[src/rtl/fpu_dot_seq.sv]
// ----------------------------------------------------------------------------
// fpu_dot_seq : dot-product sequencer driving one fpu_dsp multiply-add unit
// Rev 1.0     : interleaved partial-sum lanes, linear lane reduction
// ----------------------------------------------------------------------------
`default_nettype none

module fpu_dot_seq #(
  parameter int LAT     = 4,
  parameter int BW_DATA = 32
) (
  input  logic               clk,
  input  logic               rst,
  input  logic               i_valid,
  input  logic [BW_DATA-1:0] i_x,
  input  logic [BW_DATA-1:0] i_y,
  input  logic               i_last,
  output logic               o_ready,
  output logic               o_dsp_valid,
  output logic [BW_DATA-1:0] o_dsp_a,
  output logic [BW_DATA-1:0] o_dsp_b,
  output logic [BW_DATA-1:0] o_dsp_c,
  input  logic [BW_DATA-1:0] i_dsp_z,
  input  logic               i_dsp_valid,
  output logic [BW_DATA-1:0] o_sum,
  output logic               o_sum_valid,
  output logic               o_busy,
  output logic               o_err
);

  localparam int LW = (LAT > 1) ? $clog2(LAT) : 1;
  localparam int MW = $clog2(LAT + 1);
  localparam logic [BW_DATA-1:0] C_ONE      = BW_DATA'(32'h3F80_0000);
  localparam logic [LW-1:0]      C_LAST_IDX = LW'(LAT - 1);

  typedef enum logic [2:0] {
    S_IDLE   = 3'd0,
    S_ACCUM  = 3'd1,
    S_DRAIN  = 3'd2,
    S_REDUCE = 3'd3,
    S_DONE   = 3'd4
  } state_t;

  state_t             r_state;
  logic [BW_DATA-1:0] r_part [LAT];
  logic [BW_DATA-1:0] r_acc;
  logic [BW_DATA-1:0] r_sum;
  logic [LAT-1:0]     r_pend;
  logic [LW-1:0]      r_lane;
  logic [LW-1:0]      r_step;
  logic               r_red_go;
  logic               r_err;
  logic [MW-1:0]      r_mask;
  logic               r_tv [LAT];
  logic [LW-1:0]      r_tl [LAT];
  logic               r_tp [LAT];

  logic           w_tag_v, w_tag_p, w_wb, w_red_ret, w_hit;
  logic [LW-1:0]  w_tag_l, w_lane_nxt;
  logic           w_accept, w_red_issue;
  logic [LAT-1:0] w_pend_nxt;

  assign w_tag_v   = r_tv[LAT-1];
  assign w_tag_l   = r_tl[LAT-1];
  assign w_tag_p   = r_tp[LAT-1];
  assign w_wb      = w_tag_v && !w_tag_p;
  assign w_red_ret = w_tag_v && w_tag_p;
  assign w_hit     = w_wb && (w_tag_l == r_lane);

  // A lane whose result lands this cycle is free again; its value is forwarded.
  assign o_ready = !rst && ((r_state == S_IDLE) || (r_state == S_ACCUM))
                   && (!r_pend[r_lane] || w_hit);
  assign w_accept    = i_valid && o_ready;
  assign w_red_issue = !rst && (r_state == S_REDUCE) && r_red_go;
  assign w_lane_nxt  = (r_lane == C_LAST_IDX) ? '0 : r_lane + 1'b1;

  always_comb begin
    w_pend_nxt = r_pend;
    if (w_wb)
      w_pend_nxt = w_pend_nxt & ~(LAT'(1) << w_tag_l);
    if (w_accept)
      w_pend_nxt = ((r_state == S_IDLE) ? '0 : w_pend_nxt) | (LAT'(1) << r_lane);
  end

  always_comb begin
    o_dsp_valid = w_accept || w_red_issue;
    o_dsp_a     = '0;
    o_dsp_b     = '0;
    o_dsp_c     = '0;
    if (w_accept) begin
      o_dsp_a = i_x;
      o_dsp_b = i_y;
      if (r_state == S_IDLE)
        o_dsp_c = '0;
      else if (w_hit)
        o_dsp_c = i_dsp_z;
      else
        o_dsp_c = r_part[r_lane];
    end else if (w_red_issue) begin
      o_dsp_a = (r_step == LW'(1)) ? r_part[0] : r_acc;
      o_dsp_b = C_ONE;
      o_dsp_c = r_part[r_step];
    end
  end

  always_ff @(posedge clk) begin
    if (rst) begin
      r_state  <= S_IDLE;
      r_acc    <= '0;
      r_sum    <= '0;
      r_pend   <= '0;
      r_lane   <= '0;
      r_step   <= LW'(1);
      r_red_go <= 1'b0;
      r_err    <= 1'b0;
      r_mask   <= MW'(LAT);
      for (int i = 0; i < LAT; i++) begin
        r_part[i] <= '0;
        r_tv[i]   <= 1'b0;
        r_tl[i]   <= '0;
        r_tp[i]   <= 1'b0;
      end
    end else begin
      r_tv[0] <= o_dsp_valid;
      r_tl[0] <= w_accept ? r_lane : r_step;
      r_tp[0] <= w_red_issue;
      for (int i = 1; i < LAT; i++) begin
        r_tv[i] <= r_tv[i-1];
        r_tl[i] <= r_tl[i-1];
        r_tp[i] <= r_tp[i-1];
      end
      r_pend <= w_pend_nxt;

      // Results still in flight from before reset arrive untagged; ignore them.
      if (r_mask != '0)
        r_mask <= r_mask - 1'b1;
      else if (i_dsp_valid != w_tag_v)
        r_err <= 1'b1;

      case (r_state)
        S_IDLE: begin
          if (w_accept) begin
            for (int i = 0; i < LAT; i++)
              r_part[i] <= '0;
            r_lane  <= w_lane_nxt;
            r_state <= i_last ? S_DRAIN : S_ACCUM;
          end
        end
        S_ACCUM: begin
          if (w_accept) begin
            r_lane <= w_lane_nxt;
            if (i_last)
              r_state <= S_DRAIN;
          end
        end
        S_DRAIN: begin
          if (w_pend_nxt == '0) begin
            if (LAT == 1) begin
              r_sum   <= w_wb ? i_dsp_z : r_part[0];
              r_state <= S_DONE;
            end else begin
              r_step   <= LW'(1);
              r_red_go <= 1'b1;
              r_state  <= S_REDUCE;
            end
          end
        end
        S_REDUCE: begin
          if (w_red_issue)
            r_red_go <= 1'b0;
          if (w_red_ret) begin
            r_acc <= i_dsp_z;
            if (r_step == C_LAST_IDX) begin
              r_sum   <= i_dsp_z;
              r_state <= S_DONE;
            end else begin
              r_step   <= r_step + 1'b1;
              r_red_go <= 1'b1;
            end
          end
        end
        S_DONE: begin
          r_lane  <= '0;
          r_state <= S_IDLE;
        end
        default: r_state <= S_IDLE;
      endcase

      if (w_wb)
        r_part[w_tag_l] <= i_dsp_z;
    end
  end

  assign o_sum       = r_sum;
  assign o_sum_valid = (r_state == S_DONE);
  assign o_busy      = (r_state != S_IDLE);
  assign o_err       = r_err;

endmodule

`default_nettype wire
[config.mk]
export PLATFORM = sky130hd
export DESIGN_NAME = fpu_dot_seq
export DESIGN_NICKNAME = d
export VERILOG_FILES = /design/src/rtl/fpu_dot_seq.sv
export SDC_FILE = /design/constraint.sdc
export NUM_CORES = 1
export LEC_CHECK = 0
export CORE_AREA = 3 3 208 210
export CTS_CLUSTER_DIAMETER = 120
export DETAILED_ROUTE_END_ITERATION = 12
export DIE_AREA = 0 0 211 213
export PLACE_DENSITY_LB_ADDON = 0.12
export SLEW_MARGIN = 20
export SYNTH_ARGS = -nofsm -noshare
export SYNTH_HDL_FRONTEND = slang
export SYNTH_SLANG_ARGS = --single-unit
[constraint.sdc]
create_clock -name clk -period 4.7 [get_ports clk]
set_input_delay 0.94 -clock clk [delete_from_list [all_inputs] [get_ports clk]]
set_output_delay 0.94 -clock clk [all_outputs]
set_load 0.1 [all_outputs]
### After elaboration in Yosys (flattened, before gate mapping)

Memory sizes are Yosys's and may differ from the RTL's. A register that Yosys moved wholly into a read port is not among the register bits.
Index checks and enable logic that the tools add are counted.

| cells by class | value |
|---|---|
| add/sub/neg operators | 3 |
| magnitude comparators | 1 |
| equal/unequal tests | 17 |
| shift operators | 2 |
| multiplexer cells | 65 |
| bitwise gates (word level) | 20 |
| reduce and logical (&&, ||, !) cells | 28 |

Operators by type and width:

| operator | number |
|---|---|
| 32-bit two-way mux | 12 |
| 2-bit two-way mux | 15 |
| 30-bit two-way mux | 1 |
| 1-bit two-way mux | 23 |
| 3-bit two-way mux | 6 |
| 1-bit OR | 16 |
| 4-bit two-way mux | 3 |
| 2-bit inequality test (second input constant) | 6 |
| 3-bit one-hot mux with 4 select lines | 1 |
| 1-bit logical AND | 8 |
| 2-bit one-hot mux with 2 select lines | 2 |
| 2-bit AND reduction | 4 |
| 1-bit by 2-bit << shifter with 4-bit output (first input constant) | 2 |
| 3-bit by 2-bit equality test with 1-bit output (second input constant) | 2 |
| 6-bit AND reduction | 1 |
| 3-bit nonzero test | 2 |
| 2-bit by 1-bit adder with 2-bit output (second input constant) | 2 |
| 4-bit bitwise AND | 1 |
| 2-bit equality test (second input constant) | 2 |
| 4-bit zero test | 1 |
| 2-bit by 1-bit inequality test with 1-bit output (second input constant) | 2 |
| 4-bit inverter | 1 |
| 4-bit OR | 1 |
| 4-bit AND reduction | 1 |
| 16 further kinds | 21 |

| word-level totals | value |
|---|---|
| register bits | 80 |
| bits in writable memories | 144 |
| input port bits | 101 |
| output and inout port bits | 133 |
| logic and storage cells | 149 |
| memories | 4 |

Memory list:

| name | depth | width | read ports | clocked after memory_dff | write ports | line | text |
|---|---|---|---|---|---|---|---|
| r_part | 4 | 32 | 3 | 2 | 5 | 44 | `logic [BW_DATA-1:0] r_part [LAT];` |
| r_tl | 4 | 2 | 4 | 0 | 4 | 54 | `logic [LW-1:0] r_tl [LAT];` |
| r_tp | 4 | 1 | 4 | 0 | 4 | 55 | `logic r_tp [LAT];` |
| r_tv | 4 | 1 | 4 | 0 | 4 | 53 | `logic r_tv [LAT];` |

### Longest topological paths before layout

An unclocked memory read counts as a cell.

| logic depth | value |
|---|---|
| depth in word-level cells | 13 |
| gate-level depth with buffers | 7 |

### Worst setup path before layout

OpenSTA, ideal clock, no wires.

| path | value |
|---|---|
| path kind | input to output |
| start point | in rst |
| end point | out o_ready |
| arrival | 4.214 ns |
| data required time | 3.760 ns |
| slack | -0.454 ns |
| cell stages on the path | 3 |
| path buffers | 2 |
| cell sequence | clkbuf_1 -> buf_1 -> nor4_1 |

| between the ends | value |
|---|---|
| longest elaborated chain between the ends | 3 |

Ends and longest elaborated chain:

| item | line | text |
|---|---|---|
| start, declared | 12 | `input logic rst,` |
| 1-bit zero test | 70 | `assign o_ready = !rst && ((r_state == S_IDLE) \|\| (r_state == S_ACCUM))` |
| 1-bit logical AND | 70 |  |
| 1-bit logical AND | 71 | `&& (!r_pend[r_lane] \|\| w_hit);` |
| end, declared | 17 | `output logic o_ready,` |

Every way passes these cells.

### Final worst setup path

| path | value |
|---|---|
| start point | in i_valid |
| end point | out o_dsp_a[5] |

| between the ends | value |
|---|---|
| longest elaborated chain between the ends | 2 |

Ends and longest elaborated chain:

| item | line | text |
|---|---|---|
| start, declared | 13 | `input logic i_valid,` |
| 1-bit logical AND | 72 | `assign w_accept = i_valid && o_ready;` |
| 32-bit two-way mux | 89 | `if (w_accept) begin` |
| end, declared | 19 | `output logic [BW_DATA-1:0] o_dsp_a,` |

Every way passes these cells.

==> impl_metrics.csv <==
group,metric,value,unit
critical_path,cp_cell_sequence,"clkdlybuf4s50_1, or4b_1, nor2_4, buf_4, o2bb2ai_1, buf_12",
logic_synthesis,yosysTopAreaCell,"edfxtp_1",
cts,cts_max_path_buffers,3,
min_path,holdPathStages,1,
pwr,p_total,0.00539,W
placement,globalplace.congestion,0.751,
cts,clk_pin_slew,60,ps
detailed_routing,dr.pass1.iters,4,
floorplanning,die_w,211,um
logic_synthesis,synth.top_cells.by_count,"nand2_1 (133), and2_1 (128), edfxtp_1 (128)",
timing,layout_min_cycle_time,3960,ps
critical_path,critPathLaunchType,"primary input",
detailed_routing,routedWlPerCell,21.6,um
run_status,status,"completed",
critical_path,critical_path_required,3760,ps
timing,worst_pin_slew,1090,ps
cts,ctsHoldBuffers,0,
logic_synthesis,ys_dominant_reg_cell,"edfxtp_1",
cts,worstSkewPairLatency,540,ps
detailed_routing,finalWirelength,37.9,mm
critical_path,cp.depth,6,
critical_path,slowest_delay,650,ps
detailed_routing,ant_nets,0,
logic_synthesis,yosys_warnings,0,
global_routing,antenna_found_initial,0,
min_path,hold_path_class,"flip-flop to flip-flop",
detailed_routing,viasPerCell,4.89,
global_routing,grt_overflow,0,
cts,cts_tree,"yes",
timing,hold_violations,0,
detailed_routing,drt_iter0_markers,411,
finish,drive_gt1_frac,0.222,
cts,h-tree-depth,1,
global_routing,grt_pass1_vias,8778,
logic_synthesis,async_reset_ff_frac,0,
critical_path,r2r_cells,6,
pwr,peakVddDrop,0.000225,V
finish,n_antenna_cell,0,
floorplanning,start_util,0.277,
global_routing,grt_max_degree,54,
logic_synthesis,syn-num-nets,1103,
global_routing,grt_use_total,0.167,
finish,fin_util,0.386,
critical_path,critPathTopFamily,"buffers and inverters",
logic_synthesis,netlist_area,0.0116,sq mm
pwr,cellLeakagePower,6.17,nW
cts,root_buffer,"clkbuf_16",
placement,dp_hpwl,24.0,mm
critical_path,arrival,3020,ps
placement,port_buffers,233,
global_routing,grtUsageMet2,0.290,
timing,finalSetupTns,0,ps
cts,postCtsSetupBuffers,0,
logic_synthesis,synth.most_common_cell,"nand2_1",
detailed_routing,via_count,8589,
logic_synthesis,yosysUniqueCellTypes,49,
global_routing,met1_usage,0.225,
critical_path,worstSetupEndpointType,"primary output",
placement,placed_cell_area,0.0152,sq mm
timing,fin_skew,15.4,ps
global_routing,busiest_layer,"met2",
timing,setup_violations,0,
run,drv_cap,0,
logic_synthesis,syn_inst,994,
detailed_routing,drc_errors,0,
global_routing,grt_pass1_wl,57.2,mm
timing,relSlewSlack,0.276,
finish,final_design_area_no_fill,0.0161,sq mm
logic_synthesis,netlist_top_cells_area,"edfxtp_1 (33%), dfxtp_1 (17%), mux4_2 (13%)",
critical_path,path_class,"primary input to primary output",
floorplanning,ioPinCount,234,
floorplanning,rows,75,
logic_synthesis,synth_area_per_cell,11.6,sq um
finish,areaGrowthSynthToFinish,39.6,%
critical_path,critPathBufInv,3,
logic_synthesis,yosysSeqAreaShare,0.506,
finish,final_nets,1305,
pwr,power_density,334,mW/mm^2
logic_synthesis,synth_edf_count,128,
global_routing,use_met3,0.0217,
critical_path,critPathMaxFanout,23,
floorplanning,core_area,0.0418,sq mm
timing,finalCritPeriodShare,0.843,
timing,slew_viol_final,0,
floorplanning,dieArea,0.0449,sq mm
logic_synthesis,synth-seq-cells,228,
cts,cts_num_sinks,228,
critical_path,cpMaxStageDelayCell,"or4b_1",
cts,cts_inserted_buffers,29,
timing,rsz0062_at_grt,"false",
timing,clock.fmax,252,MHz
floorplanning,dieHeight,213,um
logic_synthesis,synth_top_area_frac,0.332,
cts,post_cts_resized,0,
## cell type report
type / count / area, sq um
Fill cell: 3972 / 25600
Sequential cell: 228 / 5850
Multi-Input combinational cell: 670 / 5450
Timing Repair Buffer: 257 / 3170
Clock buffer: 33 / 771
Tap cell: 539 / 674
Clock inverter: 20 / 188
Inverter: 10 / 37.5
## through the flow
stage | hold slack, ps | instances | setup slack [ps]
final | 428 | 1757 | 738
after global routing | 452 | 1757 | 571
after CTS | 429 | 1757 | 704
after detailed placement | 424 | 1704 | 709
after global placement | 416 | 1704 | 711
after floorplan | 414 | 994 | 76.2
## cells by family (layout without fill, tap and decap cells)
| group | after synthesis | count (layout) | synth area share |
|---|---|---|---|
| AOI/OAI and AO/OA | 176 | 176 | 0.105 |
| xor gates and xnor gates | 5 | 5 | 0.00379 |
| adders and majority gates | 8 | 8 | 0.00866 |
| buffers and inverters | 96 | 320 | 0.0341 |
| DFF | 228 | 228 | 0.506 |
| muxes | 133 | 133 | 0.186 |
| and+or+nand+nor | 348 | 348 | 0.157 |
## sequential cells by signal, indices dropped and copies added (netlist names), named ones only
signal	count
r_state	3
o_sum	32
r_tp	4
r_lane	2
r_tl	8
r_part	128
r_pend	4
r_tv	4
r_acc	32
r_red_go	1
r_step	2
r_mask	3
o_err	1
## cell usage in the layout (no fill, tap or decap), types with 9 or more instances in the layout
cell type / synthesis / layout
inv_1: 10 / 9
buf_4: 4 / 51
mux4_2: 65 / 65
and3_1: 27 / 27
clkdlybuf4s50_1: 0 / 134
nor2_1: 15 / 11
clkbuf_16: 0 / 29
dfxtp_1: 100 / 96
buf_12: 0 / 72
o21ai_0: 13 / 9
edfxtp_1: 128 / 128
o2bb2ai_1: 64 / 64
and2_1: 128 / 128
nand2_1: 133 / 132
clkinv_2: 0 / 12
nor2b_1: 13 / 13
mux2i_1: 65 / 65
a21oi_1: 74 / 74
## where the power goes
part | total, W | internal [W] | switching [W]
registers | 0.00227 | 0.00220 | 0.0000694
logic | 0.000884 | 0.000341 | 0.000543
clock network | 0.00224 | 0.00134 | 0.000895
## layer usage
metal	vias up	share of wire
met4	0	0.017
met5	-	0
met1	4287	0.45
li1	4057	-
met3	50	0.035
met2	195	0.49
## worst register-to-register path, delay by kind of cell (launching register included)
family,cells,cell delay [ps]
AO/OA/AOI/OAI,3,1330
buffers and inverters,2,620
flip-flops,1,660
XOR/XNOR,1,360
## final timing paths
kind                                  from  slack, ps       endpoint
worst min-delay path            r_tl[0][3]        430     r_tl[0][5]
worst max-delay path               i_valid        740     o_dsp_a[5]
worst min register to register  r_tl[0][3]        430     r_tl[0][5]
worst max register to register  r_tl[0][7]       1470  r_part[0][24]
Power figures use the tool's default switching activity.
